File: config.mk
export PLATFORM = sky130hd
export DESIGN_NAME = tower_slot_scheduler
export DESIGN_NICKNAME = d
export VERILOG_FILES = /design/src/rtl/tower_slot_scheduler.sv
export SDC_FILE = /design/constraint.sdc
export NUM_CORES = 1
export LEC_CHECK = 0
export CORE_AREA = 2 2 262 264
export DETAILED_ROUTE_END_ITERATION = 7
export DIE_AREA = 0 0 264 266
export GPL_TIMING_DRIVEN = 0
export PLACE_DENSITY_LB_ADDON = 0.05
export SLEW_MARGIN = 20
export SYNTH_ARGS = -nofsm -noshare
export SYNTH_HDL_FRONTEND = slang
export SYNTH_SLANG_ARGS = --single-unit
File: constraint.sdc
create_clock -name clk -period 5 [get_ports clk]
set_input_delay 0.75 -clock clk [delete_from_list [all_inputs] [get_ports clk]]
set_output_delay 0.75 -clock clk [all_outputs]
set_load 0.01 [all_outputs]
File: src/rtl/tower_slot_scheduler.sv
// tower_slot_scheduler: owns NUM_SLOTS tower placements and time-shares the
// single tower bitmap renderer among them. Place/remove commands are checked
// by a sequential scan and only committed at frame start, so a tower never
// tears mid-frame.
// Optional feature macro: TOWER_SCHED_COUNT_EN adds the occupiedCount output.
module tower_slot_scheduler #(
  parameter int NUM_SLOTS = 8,
  parameter int OBJ_W     = 28,
  parameter int OBJ_H     = 58,
  parameter int SCREEN_W  = 640,
  parameter int SCREEN_H  = 480
) (
  input  logic                         clk,
  input  logic                         resetN,
  input  logic [10:0]                  pixelX,
  input  logic [10:0]                  pixelY,
  input  logic                         startOfFrame,
  input  logic                         cmdValid,
  output logic                         cmdReady,
  input  logic                         cmdOp,
  input  logic [10:0]                  cmdX,
  input  logic [10:0]                  cmdY,
  input  logic [$clog2(NUM_SLOTS)-1:0] cmdSlot,
  output logic                         doneValid,
  output logic [2:0]                   doneStatus,
  output logic [$clog2(NUM_SLOTS)-1:0] doneSlot,
  output logic                         insideRectangle,
  output logic [10:0]                  offsetX,
  output logic [10:0]                  offsetY,
  output logic [$clog2(NUM_SLOTS)-1:0] activeSlot
`ifdef TOWER_SCHED_COUNT_EN
  ,
  output logic [$clog2(NUM_SLOTS):0]   occupiedCount
`endif
);

  localparam int SW = $clog2(NUM_SLOTS);

  localparam logic [2:0] ST_OK    = 3'd0;
  localparam logic [2:0] ST_FULL  = 3'd1;
  localparam logic [2:0] ST_OVL   = 3'd2;
  localparam logic [2:0] ST_OOB   = 3'd3;
  localparam logic [2:0] ST_EMPTY = 3'd4;

  typedef enum logic [2:0] {
    S_IDLE       = 3'd0,
    S_SCAN       = 3'd1,
    S_WAIT_FRAME = 3'd2,
    S_COMMIT     = 3'd3,
    S_DONE       = 3'd4
  } state_t;

  // Placement table
  logic [NUM_SLOTS-1:0]         slot_valid_q;
  logic [NUM_SLOTS-1:0][10:0]   slot_x_q;
  logic [NUM_SLOTS-1:0][10:0]   slot_y_q;

  // Command context
  state_t          state_q;
  logic            op_q;
  logic [10:0]     x_q;
  logic [10:0]     y_q;
  logic [SW-1:0]   tgt_q;
  logic [SW-1:0]   scan_k_q;
  logic            free_found_q;
  logic            overlap_q;
  logic            armed_q;
  logic [2:0]      status_q;
  logic            cmd_ready_q;
  logic            done_valid_q;
  logic [2:0]      done_status_q;
  logic [SW-1:0]   done_slot_q;

  // Pixel path registers and next-state values
  logic            inside_q, inside_d;
  logic [10:0]     off_x_q, off_x_d;
  logic [10:0]     off_y_q, off_y_d;
  logic [SW-1:0]   active_q, active_d;

  logic [11:0]     place_r_s, place_b_s;
  logic            oob_s;
  logic [11:0]     dx_s, dy_s, adx_s, ady_s;
  logic            ovl_hit_s;

`ifdef TOWER_SCHED_COUNT_EN
  logic [SW:0]     count_q;
  assign occupiedCount = count_q;
`endif

  assign cmdReady        = cmd_ready_q;
  assign doneValid       = done_valid_q;
  assign doneStatus      = done_status_q;
  assign doneSlot        = done_slot_q;
  assign insideRectangle = inside_q;
  assign offsetX         = off_x_q;
  assign offsetY         = off_y_q;
  assign activeSlot      = active_q;

  // Bounds check of an incoming place, 12-bit so the right/bottom edge cannot wrap
  always_comb begin
    place_r_s = {1'b0, cmdX} + 12'(OBJ_W);
    place_b_s = {1'b0, cmdY} + 12'(OBJ_H);
    oob_s     = (place_r_s > 12'(SCREEN_W)) || (place_b_s > 12'(SCREEN_H));
  end

  // Overlap test of the slot examined in the current scan cycle
  always_comb begin
    dx_s      = {1'b0, slot_x_q[scan_k_q]} - {1'b0, x_q};
    dy_s      = {1'b0, slot_y_q[scan_k_q]} - {1'b0, y_q};
    adx_s     = dx_s[11] ? (12'd0 - dx_s) : dx_s;
    ady_s     = dy_s[11] ? (12'd0 - dy_s) : dy_s;
    ovl_hit_s = slot_valid_q[scan_k_q] && (adx_s < 12'(OBJ_W)) && (ady_s < 12'(OBJ_H));
  end

  // Pixel cover search: descending loop so the lowest covering slot wins
  always_comb begin
    inside_d = 1'b0;
    off_x_d  = 11'd0;
    off_y_d  = 11'd0;
    active_d = active_q;
    for (int i = NUM_SLOTS - 1; i >= 0; i--) begin
      if (slot_valid_q[i] &&
          ({1'b0, pixelX} >= {1'b0, slot_x_q[i]}) &&
          ({1'b0, pixelX} <  ({1'b0, slot_x_q[i]} + 12'(OBJ_W))) &&
          ({1'b0, pixelY} >= {1'b0, slot_y_q[i]}) &&
          ({1'b0, pixelY} <  ({1'b0, slot_y_q[i]} + 12'(OBJ_H)))) begin
        inside_d = 1'b1;
        off_x_d  = pixelX - slot_x_q[i];
        off_y_d  = pixelY - slot_y_q[i];
        active_d = SW'(i);
      end else begin
        inside_d = inside_d;
      end
    end
  end

  // Pixel path output registers (one clock of latency)
  always_ff @(posedge clk or negedge resetN) begin
    if (!resetN) begin
      inside_q <= 1'b0;
      off_x_q  <= 11'd0;
      off_y_q  <= 11'd0;
      active_q <= '0;
    end else begin
      inside_q <= inside_d;
      off_x_q  <= off_x_d;
      off_y_q  <= off_y_d;
      active_q <= active_d;
    end
  end

  // Command FSM: accept, scan, wait for frame start, commit table, report
  always_ff @(posedge clk or negedge resetN) begin
    if (!resetN) begin
      state_q       <= S_IDLE;
      slot_valid_q  <= '0;
      slot_x_q      <= '0;
      slot_y_q      <= '0;
      op_q          <= 1'b0;
      x_q           <= 11'd0;
      y_q           <= 11'd0;
      tgt_q         <= '0;
      scan_k_q      <= '0;
      free_found_q  <= 1'b0;
      overlap_q     <= 1'b0;
      armed_q       <= 1'b0;
      status_q      <= ST_OK;
      cmd_ready_q   <= 1'b1;
      done_valid_q  <= 1'b0;
      done_status_q <= ST_OK;
      done_slot_q   <= '0;
`ifdef TOWER_SCHED_COUNT_EN
      count_q       <= '0;
`endif
    end else begin
      done_valid_q <= 1'b0;
      case (state_q)
        S_IDLE: begin
          if (cmdValid) begin
            cmd_ready_q  <= 1'b0;
            op_q         <= cmdOp;
            x_q          <= cmdX;
            y_q          <= cmdY;
            tgt_q        <= cmdSlot;
            scan_k_q     <= '0;
            free_found_q <= 1'b0;
            overlap_q    <= 1'b0;
            armed_q      <= 1'b0;
            if (!cmdOp) begin
              if (oob_s) begin
                status_q <= ST_OOB;
                state_q  <= S_DONE;
              end else begin
                state_q  <= S_SCAN;
              end
            end else if (!slot_valid_q[cmdSlot]) begin
              status_q <= ST_EMPTY;
              state_q  <= S_DONE;
            end else begin
              status_q <= ST_OK;
              state_q  <= S_WAIT_FRAME;
            end
          end
        end
        S_SCAN: begin
          if (!slot_valid_q[scan_k_q] && !free_found_q) begin
            free_found_q <= 1'b1;
            tgt_q        <= scan_k_q;
          end
          if (ovl_hit_s) begin
            overlap_q <= 1'b1;
          end
          scan_k_q <= scan_k_q + SW'(1);
          if (scan_k_q == SW'(NUM_SLOTS - 1)) begin
            if (overlap_q || ovl_hit_s) begin
              status_q <= ST_OVL;
              state_q  <= S_DONE;
            end else if (!free_found_q && slot_valid_q[scan_k_q]) begin
              status_q <= ST_FULL;
              state_q  <= S_DONE;
            end else begin
              status_q <= ST_OK;
              armed_q  <= 1'b0;
              state_q  <= S_WAIT_FRAME;
            end
          end
        end
        S_WAIT_FRAME: begin
          // The entry cycle only arms; a frame pulse then moves on
          armed_q <= 1'b1;
          if (armed_q && startOfFrame) begin
            state_q <= S_COMMIT;
          end
        end
        S_COMMIT: begin
          slot_valid_q[tgt_q] <= !op_q;
          if (!op_q) begin
            slot_x_q[tgt_q] <= x_q;
            slot_y_q[tgt_q] <= y_q;
          end
`ifdef TOWER_SCHED_COUNT_EN
          count_q <= op_q ? (count_q - 1'b1) : (count_q + 1'b1);
`endif
          state_q <= S_DONE;
        end
        S_DONE: begin
          done_valid_q  <= 1'b1;
          done_status_q <= status_q;
          done_slot_q   <= tgt_q;
          cmd_ready_q   <= 1'b1;
          state_q       <= S_IDLE;
        end
        default: begin
          cmd_ready_q <= 1'b1;
          state_q     <= S_IDLE;
        end
      endcase
    end
  end

endmodule

-- After elaboration in Yosys (flattened, before gate mapping)
Cells that the tools add are included.
- register bits: 256
- bits in latches: 0
- RAM bits: 0
- bits in read-only memories: 0
- bits of input ports: 52
- word-level logic and storage cells: 268
- memories: 0
- $add $sub $neg: 39
- multiply operators: 0
- divide/modulo/power cells: 0
- magnitude comparators: 40
- equality and inequality tests: 13
- shifts and indexed selects: 0
- multiplexer cells: 82
- bitwise gates (word level): 2
- reductions and logical operators: 57
- operators with widths (kind ; number):
    11-bit two-way mux ; 19
    11-bit by 12-bit less-than comparator with 1-bit output ; 16
    88-bit bitwise mux ; 2
    11-bit greater-or-equal comparator ; 16
    11-bit subtractor ; 16
    11-bit by 5-bit adder with 12-bit output, second input constant ; 9
    11-bit by 6-bit adder with 12-bit output, second input constant ; 9
    3-bit two-way mux ; 24
    11-bit binary-select mux with 3-bit select ; 2
    1-bit logical AND ; 38
    11-bit demux with 3-bit select ; 1
    12-bit two-way mux ; 2
    1-bit by 12-bit subtractor with 12-bit output, first input constant ; 2
    11-bit by 11-bit subtractor with 12-bit output ; 2
    1-bit two-way mux ; 19
    3-bit case mux with 2 select lines ; 3
    2-bit inequality test, second input constant ; 7
    12-bit by 10-bit greater-than comparator with 1-bit output, second input constant ; 1
    12-bit by 9-bit greater-than comparator with 1-bit output, second input constant ; 1
    12-bit by 5-bit less-than comparator with 1-bit output, second input constant ; 1
    12-bit by 6-bit less-than comparator with 1-bit output, second input constant ; 1
    3-bit by 4-bit less-than comparator with 1-bit output, second input constant ; 3
    3-bit case mux with 4 select lines ; 1
    3-bit AND reduction ; 3
    other kinds (23) ; 35

-- Logic depth before layout (Yosys ltp)
Gate-level depths: netlist of the first run.
- depth in word-level cells: 13
- gate-level depth with buffers: 20
- mapped depth without buffers: 17

-- Worst setup path after synthesis of the first run
No wires, ideal clock.
- kind: register to register
- start: register scan_k_q[0]
- end: register armed_q
- library setup time: 0.077 ns
- arrival time: 5.400 ns
- required time: 4.923 ns
- slack: -0.478 ns
- stages on the path, launching flop included: 19
- period minus slack after synthesis: 5.478 ns
- path through: dfrtp_1 > clkbuf_1 > buf_1 > buf_1 > clkbuf_1 > mux4_2 > mux2i_1 > inv_1 > ha_1 > nor2b_1 > o2111ai_1 > a21oi_1 > or4_4 > or3b_4 > or4_1 > a32oi_1 > nand4b_1 > a21o_1 > a21oi_1
- cells in the longest elaborated chain, start to end: 11
- elaborated cells on any way between the ends: 23
- those cells by class: 4 x add/sub; 2 x order compare; 4 x eq/ne; 8 x mux; 5 x reduce/logical
- ends and longest elaborated chain (element ; line ; RTL):
    start, declared ; 64 ; logic [SW-1:0] scan_k_q;
    start signal, assigned ; 213 ; scan_k_q <= scan_k_q + SW'(1);
    11-bit binary-select mux with 3-bit select ; 108 ; dx_s = {1'b0, slot_x_q[scan_k_q]} - {1'b0, x_q};
    11-bit two-way mux (implied by the code) ; 108 ;
    11-bit by 11-bit subtractor with 12-bit output ; 108 ;
    1-bit by 12-bit subtractor with 12-bit output ; 110 ; adx_s = dx_s[11] ? (12'd0 - dx_s) : dx_s;
    12-bit two-way mux ; 110 ;
    12-bit by 5-bit less-than comparator with 1-bit output ; 112 ; ovl_hit_s = slot_valid_q[scan_k_q] && (adx_s < 12'(OBJ_W)) && (ady_s < 12'(OBJ_H));
    1-bit logical AND (2 in a row) ; 112 ;
    1-bit logical OR ; 215 ; if (overlap_q || ovl_hit_s) begin
    2-bit inequality test (no source line) ; n/a ;
    5-bit AND reduction (no source line) * ; n/a ;
    end signal, assigned ; 166 ; armed_q <= 1'b0;
    end signal, assigned ; 223 ; armed_q <= 1'b0;
    end signal, assigned ; 230 ; armed_q <= 1'b1;
    end, declared ; 67 ; logic armed_q;
Every way passes the cells marked *; elsewhere a longest branch is shown, timed or not. The select of a mux whose other input is x is not followed.
A chain may end at the register's enable or synchronous reset.

-- Worst setup path in the final report of the first run
- start: register slot_y_q[34] in the netlist's numbering
- end: register off_x_q[10] (netlist: offsetX[10])
- cells in the longest elaborated chain, start to end: 7
- elaborated cells on any way between the ends: 9
- those cells by class: 1 x add/sub; 2 x order compare; 4 x mux; 2 x reduce/logical
- ends and longest elaborated chain (element ; line ; RTL):
    start, declared ; 56 ; logic [NUM_SLOTS-1:0][10:0] slot_y_q;
    start signal, assigned by index ; 239 ; slot_y_q[tgt_q] <= y_q;
    11-bit by 6-bit adder with 12-bit output / 11-bit greater-or-equal comparator (equally long branches) ; 126, 125 ;
    11-bit by 12-bit less-than comparator with 1-bit output / 1-bit logical AND (equally long branches) ; 126, 124 ;
    1-bit logical AND * ; 125 ; ({1'b0, pixelY} >= {1'b0, slot_y_q[i]}) &&
    11-bit two-way mux * (4 in a row) ; 122 ; if (slot_valid_q[i] &&
    net off_x_d[10] ; 76 ; logic [10:0] off_x_q, off_x_d;
    end signal, assigned ; 141 ; off_x_q <= 11'd0;
    end signal, assigned ; 146 ; off_x_q <= off_x_d;
    end, declared ; 76 ;
Mark *: on every way through the listed nets, which the timed path passes. The rest lies on a longest branch.

==> results of run 1 <==
==> routing by layer <==
metal	global-route usage [%]	vias to the layer above	routed length [microns]
met1	44.8	12900	51700
met4	9.32	2	3810
met2	52.4	955	52200
met5	0	-	10
li1	-	11900	-
met3	4.87	190	8250
==> timing repair <==
item                       CTS  global route
buffers inserted             7            27
setup endpoints to repair   32            22
resized for setup           82            53
hold buffers                 0             0
pin swaps                    1             7
==> layout make-up <==
type	count	area share, %
diodes	2	0.0163
plain buffers	84	1.69
clock buffers	53	3.51
clock inverters	7	0.314
inverters	269	3.31
multi-input cells	2571	63.0
flip-flops and latches	256	20.9
well taps	882	3.59
repair buffers	123	3.73
==> critical path: stages, from the launching register on <==
cell and delay [ns]:
dfrtp_1 0.44, ha_1 0.26, or4_1 0.47, nand4_1 0.14, xnor2_1 0.13, ha_1 0.26
a21o_1 0.18, a211o_1 0.31, o31ai_1 0.52, o211ai_1 0.31, nor2_4 0.43, clkbuf_2 0.46
nand4_1 0.33, o211ai_1 0.38, a22oi_1 0.18
==> cell families after synthesis <==
family,count (synthesis),synth area share (%)
and+or+nand+nor,951,16.9
AOI/OAI and AO/OA,888,21.2
adders and majority gates,388,18.8
buffers and inverters,356,5.01
DFF,256,23.9
xor gates and xnor gates,242,7.91
muxes,102,6.23
==> power groups by stage <==
stage / sequential (W) / clock [W] / combinational [W]
detailed placement: 0.00277 / 0 / 0.00352
finish: 0.00277 / 0.00261 / 0.00377
CTS: 0.00274 / 0.00265 / 0.00360
floorplan: 0.00251 / 0 / 0.00230
global placement: 0.00277 / 0 / 0.00347
global route: 0.00278 / 0.00272 / 0.00411
==> cells in the final DEF (no fill, tap or decap), types with 27 or more instances in the layout <==
cell             netlist  layout
ha_1                 362     356
clkbuf_16              0      40
o21ai_0              324     322
nand2b_1              43      42
nor2b_1               51      50
xor2_1                42      42
nand4_1               51      51
o221ai_1              27      27
nor3_1                88      86
mux4_2                48      48
and3_1                29      28
inv_1                269     267
o211ai_1              33      33
o21a_1                33      33
clkdlybuf4s50_1        0      64
mux2_2                40      40
nand2_1              346     346
a21oi_1              143     141
xnor2_1              200     199
a31oi_1               37      36
nand3_1               77      77
buf_4                  0      34
clkbuf_1              76      62
a21o_1                64      64
nor2_1               167     163
dfrtp_1              255     253
==> sequential cells by signal, indices dropped and copies added, names as in the netlist, 3 cells and up <==
register and cells:
doneStatus 3, y_q 11, tgt_q 3, doneSlot 3
slot_x_q 88, slot_valid_q 8, x_q 11, activeSlot 3
status_q 3, slot_y_q 88, offsetY 11, offsetX 11
scan_k_q 3, state_q 3
==> metrics by stage <==
step                      setup slack (ns)  cells  total power [W]  setup TNS, ns
final                               0.0370   4247          0.00915              0
after global routing               -0.0991   4245          0.00960         -0.168
after CTS                           0.0121   4220          0.00899              0
after detailed placement             -2.13   4154          0.00629         -50.01
after global placement               -8.44   4150          0.00624       -2196.45
after floorplan                     0.0548   3183          0.00481              0
==> worst max-delay path by stage <==
stage	from	to	slack [ns]	depth (start not counted)
after detailed placement	pixelY[1]	offsetX[10]	-2.13	14
after global routing	slot_y_q[45]	offsetY[3]	-0.1	16
after CTS	scan_k_q[0]	armed_q	0.01	17
final	slot_y_q[34]	offsetX[10]	0.04	14
after floorplan	scan_k_q[0]	armed_q	0.05	16
after global placement	resetN	slot_y_q[81]	-8.44	1
==> flow_summary.json, run 1 <==
{
  "grt_usage_pct": 32.4,
  "multi_input_area_sq_um": 19300,
  "drtIter0Drc": 2491,
  "grt_pass1_vias": 24900,
  "synthTopCellsByArea": "dfrtp_1, ha_1, xnor2_1",
  "dp_hpwl_microns": 92500,
  "seqPwrFrac_pct": 30.3,
  "clk_path_buf_depth": 3,
  "portBuffers": 85,
  "p_leak_nw": 12.8,
  "fp.dieW_microns": 264,
  "hold_class": "input port to async pin",
  "r2r_slack_ns": 0.04,
  "pin_count": 86,
  "place_congestion": 0.982,
  "root_buffer": "clkbuf_16",
  "num_vias": 26000,
  "core-area_sq_um": 67700,
  "grt_pass1_wl_microns": 167000,
  "fmax_ghz": 0.201,
  "synth_edf_count": 0,
  "cts_tree": "yes",
  "cp-end-kind": "flop",
  "r2r-start": "slot_y_q[34]",
  "gr-total-overflow": 0,
  "dpl-instance-area_sq_um": 28800,
  "clk_pin_slew_ns": 0.07,
  "p_switching_w": 0.00382,
  "internal_power_w": 0.00533,
  "antenna_left": 0,
  "async_flop_share_pct": 100,
  "grt_max_degree": 82,
  "pwr-share-clk_pct": 28.5,
  "synthCells": 3183,
  "syn-mean-instance-area_sq_um": 8.42,
  "crit_fanout": 10,
  "seq_area_sq_um": 6410,
  "reg2reg_depth": 14,
  "finalCriticalPeriod_ns": 4.96,
  "yosys_warnings": 0,
  "row_count": 96,
  "cts_buffers": 35,
  "crit_type": "flop to flop",
  "pwr-share-comb_pct": 41.2,
  "yosysSeqAreaShare_pct": 23.9,
  "maxCapViolations": 0,
  "tightest_slew_ns": 1.22,
  "startpoint_type": "flop",
  "routed_wl_microns": 116000,
  "finalSetupViolCount": 0,
  "start_util_pct": 39.6,
  "synth.distinct_cells": 78,
  "syn_area_sq_um": 26800,
  "cp.required_ns": 5.42,
  "synth_top_flop_cell": "dfrtp_1",
  "antenna_found_initial": 4,
  "fin_worst_skew_ns": 0.0333,
  "area_growth_pct": 14.5,
  "synth.most_common_cell": "ha_1",
  "swShare_pct": 41.8,
  "clk_latency_ns": 0.56,
  "post-route-util_pct": 45.3,
  "reg2reg_to": "offsetX[10]",
  "final_area_sq_um": 30700,
  "nFillCells": 6704,
  "ys_ff_latch": 256,
  "hold_viol_final": 0,
  "status": "finished, final reports clean",
  "nNetsFinal": 3780,
  "htree_levels": 2,
  "die_y_microns": 266,
  "syn_nets": 3623,
  "wire_per_inst_microns": 27.3,
  "vias_per_cell": 6.11,
  "yosysTopAreaCell": "dfrtp_1",
  "drc_errors": 0,
  "die_area_sq_um": 70200,
  "clkSinkCount": 256,
  "whs_ns": 0.0911,
  "post-route-period-util_pct": 99.3,
  "slew_headroom_pct": 18.3,
  "cp_data_arrival_time_ns": 5.38,
  "finalMaxSlewViolations": 0,
  "yosysTopAreaCellShare_pct": 23.8,
  "dr.pass1.iters": 6,
  "max-vdd-ir-drop_mv": 0.269,
  "power.density_nw_per_um2": 298,
  "synth_common_cells": "ha_1, nand2_1, o21ai_0",
  "drive_gt1_share_pct": 9.13
}
Note: power is estimated with default switching activity, not from simulation.
==> run 2, diff against run 1 <==
CELL_PAD_IN_SITES_DETAIL_PLACEMENT = 0   (was default)
CELL_PAD_IN_SITES_GLOBAL_PLACEMENT = 1   (was default)
==> run 2 against run 1 <==
  * Wire length rose by 0.95%
  * Critical endpoint is now offsetY[1]
  * Critical path depth rose by 2
  * Core utilization fell by 0.15 points
  * Largest cell class unchanged
  * Register-to-register slack improved by 0.08 ns
  * Clock-buffer cell count fell by 10
==> flow_summary.json, run 2 (same netlist as run 1, synthesis figures left out) <==
{
  "startpoint_type": "input port",
  "pwr-share-clk_pct": 28.7,
  "routed_wl_microns": 117000,
  "clk_pin_slew_ns": 0.05,
  "pwr-share-comb_pct": 41.2,
  "num_vias": 26000,
  "htree_levels": 2,
  "cp.required_ns": 5.39,
  "internal_power_w": 0.00524,
  "p_switching_w": 0.00372,
  "max-vdd-ir-drop_mv": 0.299,
  "worst_slack_ns": 0.0611,
  "final_cells": 4241,
  "fin_worst_skew_ns": 0.0269,
  "grt_max_degree": 95,
  "core-area_sq_um": 67700,
  "cp-end-kind": "flop",
  "layout_common_cells": "ha_1, nand2_1, o21ai_0",
  "wire_per_inst_microns": 27.6,
  "crit_fanout": 10,
  "clk_latency_ns": 0.57,
  "die_y_microns": 266,
  "clk_path_buf_depth": 3,
  "drtIter0Drc": 2382,
  "reg2reg_to": "state_q[2]",
  "power.density_nw_per_um2": 293,
  "maxCapViolations": 0,
  "die_area_sq_um": 70200,
  "reg2reg_depth": 17,
  "p_leak_nw": 12.7,
  "slew_headroom_pct": 24.6,
  "largestRegisters": "slot_x_q x88, slot_y_q x88",
  "cts_tree": "yes",
  "antenna_left": 0,
  "grt_usage_pct": 33.0,
  "antenna_found_initial": 14,
  "pre_cts_ws_ns": -1.85,
  "pin_count": 86,
  "vias_per_cell": 6.13,
  "post-route-period-util_pct": 98.8,
  "placed_cells": 4154,
  "cp_data_arrival_time_ns": 5.33,
  "drive_gt1_share_pct": 9.19,
  "area_growth_pct": 14.1,
  "grt_pass1_wl_microns": 170000,
  "hold_viol_final": 0,
  "r2r_slack_ns": 0.12,
  "grt_pass1_vias": 25000,
  "hold_class": "input port to async pin",
  "cts_buffers": 34,
  "start_util_pct": 39.6,
  "status": "finished, final reports clean",
  "dp_hpwl_microns": 93700,
  "finalSetupViolCount": 0,
  "fp.dieW_microns": 264,
  "final_common_cell": "ha_1",
  "finalCriticalPeriod_ns": 4.94,
  "gr-total-overflow": 0,
  "seqPwrFrac_pct": 30.2,
  "row_count": 96,
  "fmax_ghz": 0.202,
  "root_buffer": "clkbuf_16",
  "dr.pass1.iters": 6,
  "nNetsFinal": 3773,
  "whs_ns": 0.203,
  "crit_type": "input port to flop",
  "tightest_slew_ns": 1.13,
  "portBuffers": 85,
  "startpoint": "pixelX[0]",
  "drc_errors": 0,
  "swShare_pct": 41.5,
  "clkSinkCount": 256,
  "cts_hold_buf": 0,
  "r2r-start": "scan_k_q[0]",
  "finalMaxSlewViolations": 0,
  "place_congestion": 0.973
}
[run 2: metrics by stage]
| stage | total power, W | util, % | instance area, sq um | setup TNS (ns) |
|---|---|---|---|---|
| 2_1_floorplan | 0.00481 | - | 26800 | 0 |
| 3_3_place_gp | 0.00613 | 42.5 | 28800 | -2167.10 |
| 3_5_place_dp | 0.00618 | 42.5 | 28800 | -50.51 |
| 4_1_cts | 0.00891 | 44.9 | 30400 | 0 |
| 5_1_grt | 0.00949 | 45.1 | 30600 | -0.0618 |
| 6_report | 0.00896 | 45.2 | 30600 | 0 |
[run 2: layout make-up]
cell class	count	area, sq um
diodes	6	15.0
plain buffers	86	488
clock buffers	43	925
clock inverters	13	214
fillers	6793	37100
inverters	269	1020
multi-input cells	2571	19400
flip-flops and latches	256	6410
well taps	882	1100
repair buffers	115	1060
[run 2: critical path, cell delays in order]
cell and delay (ns):
clkdlybuf4s50_1 0.51, clkinvlp_4 0.27, ha_1 0.34, fa_1 0.44
nor2_1 0.43, o21a_1 0.17, o21ai_0 0.07, a21oi_1 0.17
o31ai_2 0.07, buf_4 0.20, o211ai_1 0.20, or2_2 0.22
clkbuf_1 0.50, nand2_1 0.30, a211oi_1 0.47, o21ai_0 0.19
[run 2: layer usage]
| metal | wire, microns | vias to the layer above | track usage (%) |
|---|---|---|---|
| li1 | - | 11900 | - |
| met1 | 53700 | 12800 | 47.8 |
| met2 | 49100 | 1097 | 49.4 |
| met3 | 10400 | 187 | 6.75 |
| met4 | 3730 | 12 | 9.69 |
| met5 | 79 | - | 0 |
[run 2: worst max path at each step]
stage,slack [ns],to
6_report,0.06,offsetY[1]
2_1_floorplan,0.05,armed_q
5_1_grt,-0.03,state_q[2]
3_5_place_dp,-1.85,offsetX[2]
4_1_cts,0.001,offsetX[9]
3_3_place_gp,-8.32,slot_x_q[49]
[run 2: timing repair]
action	in CTS	in global routing
endpoints found under the setup margin	32	28
cloned	0	0
gates resized for setup	87	54
buffers inserted	19	7
pin swaps	7	8
[run 2: power by group through the flow]
stage	Sequential, W	Combinational, W	Clock, W
after CTS	0.00268	0.00360	0.00263
after detailed placement	0.00271	0.00347	0
final	0.00270	0.00369	0.00257
after global routing	0.00272	0.00406	0.00271
after global placement	0.00271	0.00342	0
after floorplan	0.00251	0.00230	0
==> run 3, diff against run 2 <==
CTS_BUF_LIST = sky130_fd_sc_hd__clkbuf_4 sky130_fd_sc_hd__clkbuf_8 sky130_fd_sc_hd__clkbuf_16   (was default)
clock period = 5.15 ns   (was 5 ns; I/O delays follow)
==> run 3 against run 2 <==
  * Total power fell by 2.4%
  * Flip-flop and latch count did not move
  * Die area did not move
  * First-iteration DRC count rose by 17%
  * Core utilization fell by 0.11 points
  * Sequential power fell by 2%
  * Clock skew fell by 0.0022 ns
  * Combinational power fell by 3%
==> flow_summary.json, run 3 (same netlist as run 1, synthesis figures left out) <==
{
  "finalMaxSlewViolations": 0,
  "startpoint_type": "input port",
  "gr-total-overflow": 0,
  "fp.dieW_microns": 264,
  "antenna_left": 0,
  "crit_type": "input port to flop",
  "dr.pass1.iters": 5,
  "vias_per_cell": 6.11,
  "slew_headroom_pct": 20.7,
  "clkSinkCount": 256,
  "root_buffer": "clkbuf_16",
  "wire_per_inst_microns": 27.9,
  "fmax_ghz": 0.196,
  "clk_pin_slew_ns": 0.07,
  "crit_path_max_incr_delay_ns": 0.67,
  "p_leak_nw": 12.7,
  "row_count": 96,
  "cp-end-kind": "flop",
  "max-vdd-ir-drop_mv": 0.326,
  "core-area_sq_um": 67700,
  "seq_area_sq_um": 6410,
  "die_area_sq_um": 70200,
  "finalCriticalPeriod_ns": 5.09,
  "start_util_pct": 39.6,
  "maxCapViolations": 0,
  "grt_pass1_wl_microns": 169000,
  "tightest_slew_ns": 1.19,
  "hold_class": "input port to async pin",
  "finalSetupViolCount": 0,
  "placed_cells": 4154,
  "slowest_stage": "o31ai_1",
  "drtIter0Drc": 2787,
  "clk_path_buf_depth": 3,
  "num_vias": 25900,
  "cts_hold_buf": 0,
  "layout_common_cells": "ha_1, nand2_1, o21ai_0",
  "largestRegisters": "slot_x_q x88, slot_y_q x88",
  "nNetsFinal": 3769,
  "crit_fanout": 10,
  "multi_input_area_sq_um": 19300,
  "portBuffers": 85,
  "htree_levels": 2,
  "cts_buffers": 35,
  "antenna_found_initial": 10,
  "fin_worst_skew_ns": 0.0247,
  "cts_tree": "yes",
  "hold_viol_final": 0,
  "total_power_w": 0.00875,
  "r2r_slack_ns": 0.08,
  "clk_latency_ns": 0.57,
  "status": "finished, final reports clean",
  "post-route-period-util_pct": 98.9,
  "crit_chain": "clkdlybuf4s50_1, inv_1, ha_1, fa_1, nor2_1, o21a_1, o21ai_0, a21oi_1, o31ai_1, o311a_1, and2_1, clkbuf_1, clkbuf_1, o21ai_0, a41oi_1, o31ai_1",
  "nFillCells": 6780,
  "drive_gt1_share_pct": 8.74,
  "power.density_nw_per_um2": 287,
  "cp_data_arrival_time_ns": 5.52,
  "drc_errors": 0,
  "grt_usage_pct": 33.1,
  "dp_hpwl_microns": 94200,
  "area_growth_pct": 13.9,
  "routed_wl_microns": 118000,
  "place_congestion": 0.947,
  "final_cells": 4238,
  "final_common_cell": "ha_1",
  "die_y_microns": 266,
  "grt_max_degree": 92,
  "pin_count": 86,
  "grt_pass1_vias": 24700,
  "cp.required_ns": 5.57
}
==> run 3: cell types whose count changed in the layout (fill, tap and decap cells not counted), sizes merged <==
cell | previous run | this run
diode | 6 | 2
clkbuf | 120 | 128
dlygate4sd2 | 1 | 2
bufinv | 4 | 2
clkinv | 5 | 7
buf | 58 | 52
clkinvlp | 6 | 4
==> run 3: metal layers <==
layer	up-vias	wire [microns]	GRT usage (%)	share of wire (%)
met4	2	4540	12.0	3.8
met2	1038	49400	49.3	42
met3	181	10800	7.61	9.1
met1	12800	53500	46.8	45
met5	-	10	0	0.0085
li1	11900	-	-	-
==> run 3: area by class of cell <==
class	count	share of cell area (%)
Clock buffer	51	3.44
Tap cell	882	3.62
Buffer	85	1.55
Antenna cell	2	0.0164
Timing Repair Buffer	111	3.36
Sequential cell	256	21.0
Inverter	269	3.34
Multi-Input combinational cell	2571	63.3
Clock inverter	11	0.414
==> run 3: power breakdown <==
group	internal, W	switching (W)
clock	0.00152	0.00100
combinational	0.00135	0.00223
sequential	0.00223	0.000410
==> run 3: path summary, 6_finish.rpt <==
path	startpoint	end	depth (start not counted)
max in group asynchronous	resetN	slot_y_q[38]	3
min reg2reg	cmdReady	cmdReady	2
max reg2reg	slot_y_q[56]	offsetY[1]	16
min	resetN	slot_x_q[59]	1
max	pixelX[0]	offsetX[2]	16
min in group clk	cmdReady	cmdReady	2
==> run 3: repair_timing <==
action / in CTS / in global routing
pin swaps: 1 / 4
gates resized for setup: 74 / 43
setup buffers: 7 / 15
setup endpoints to repair: 32 / 28
==> run 3: critical path, delay by kind of cell <==
family                   cells  cell delay (ns)
AO/OA/AOI/OAI                8             2.21
buffers and inverters        4             1.71
adder cells (fa/ha/maj)      2             0.56
AND/OR/NAND/NOR              2             0.26
==> run 3: stage by stage <==
stage | utilization [%] | cell area (sq um) | hold WS [ns] | worst slack, ns | setup TNS [ns]
floorplan | - | 26800 | 0.443 | 0.0322 | 0
global placement | 42.5 | 28800 | 0.471 | -8.31 | -2163.45
detailed placement | 42.5 | 28800 | 0.487 | -1.90 | -47.65
CTS | 44.7 | 30300 | 0.214 | 0.0117 | 0
global route | 45.1 | 30500 | 0.247 | -0.0308 | -0.0545
finish | 45.1 | 30500 | 0.210 | 0.0563 | 0
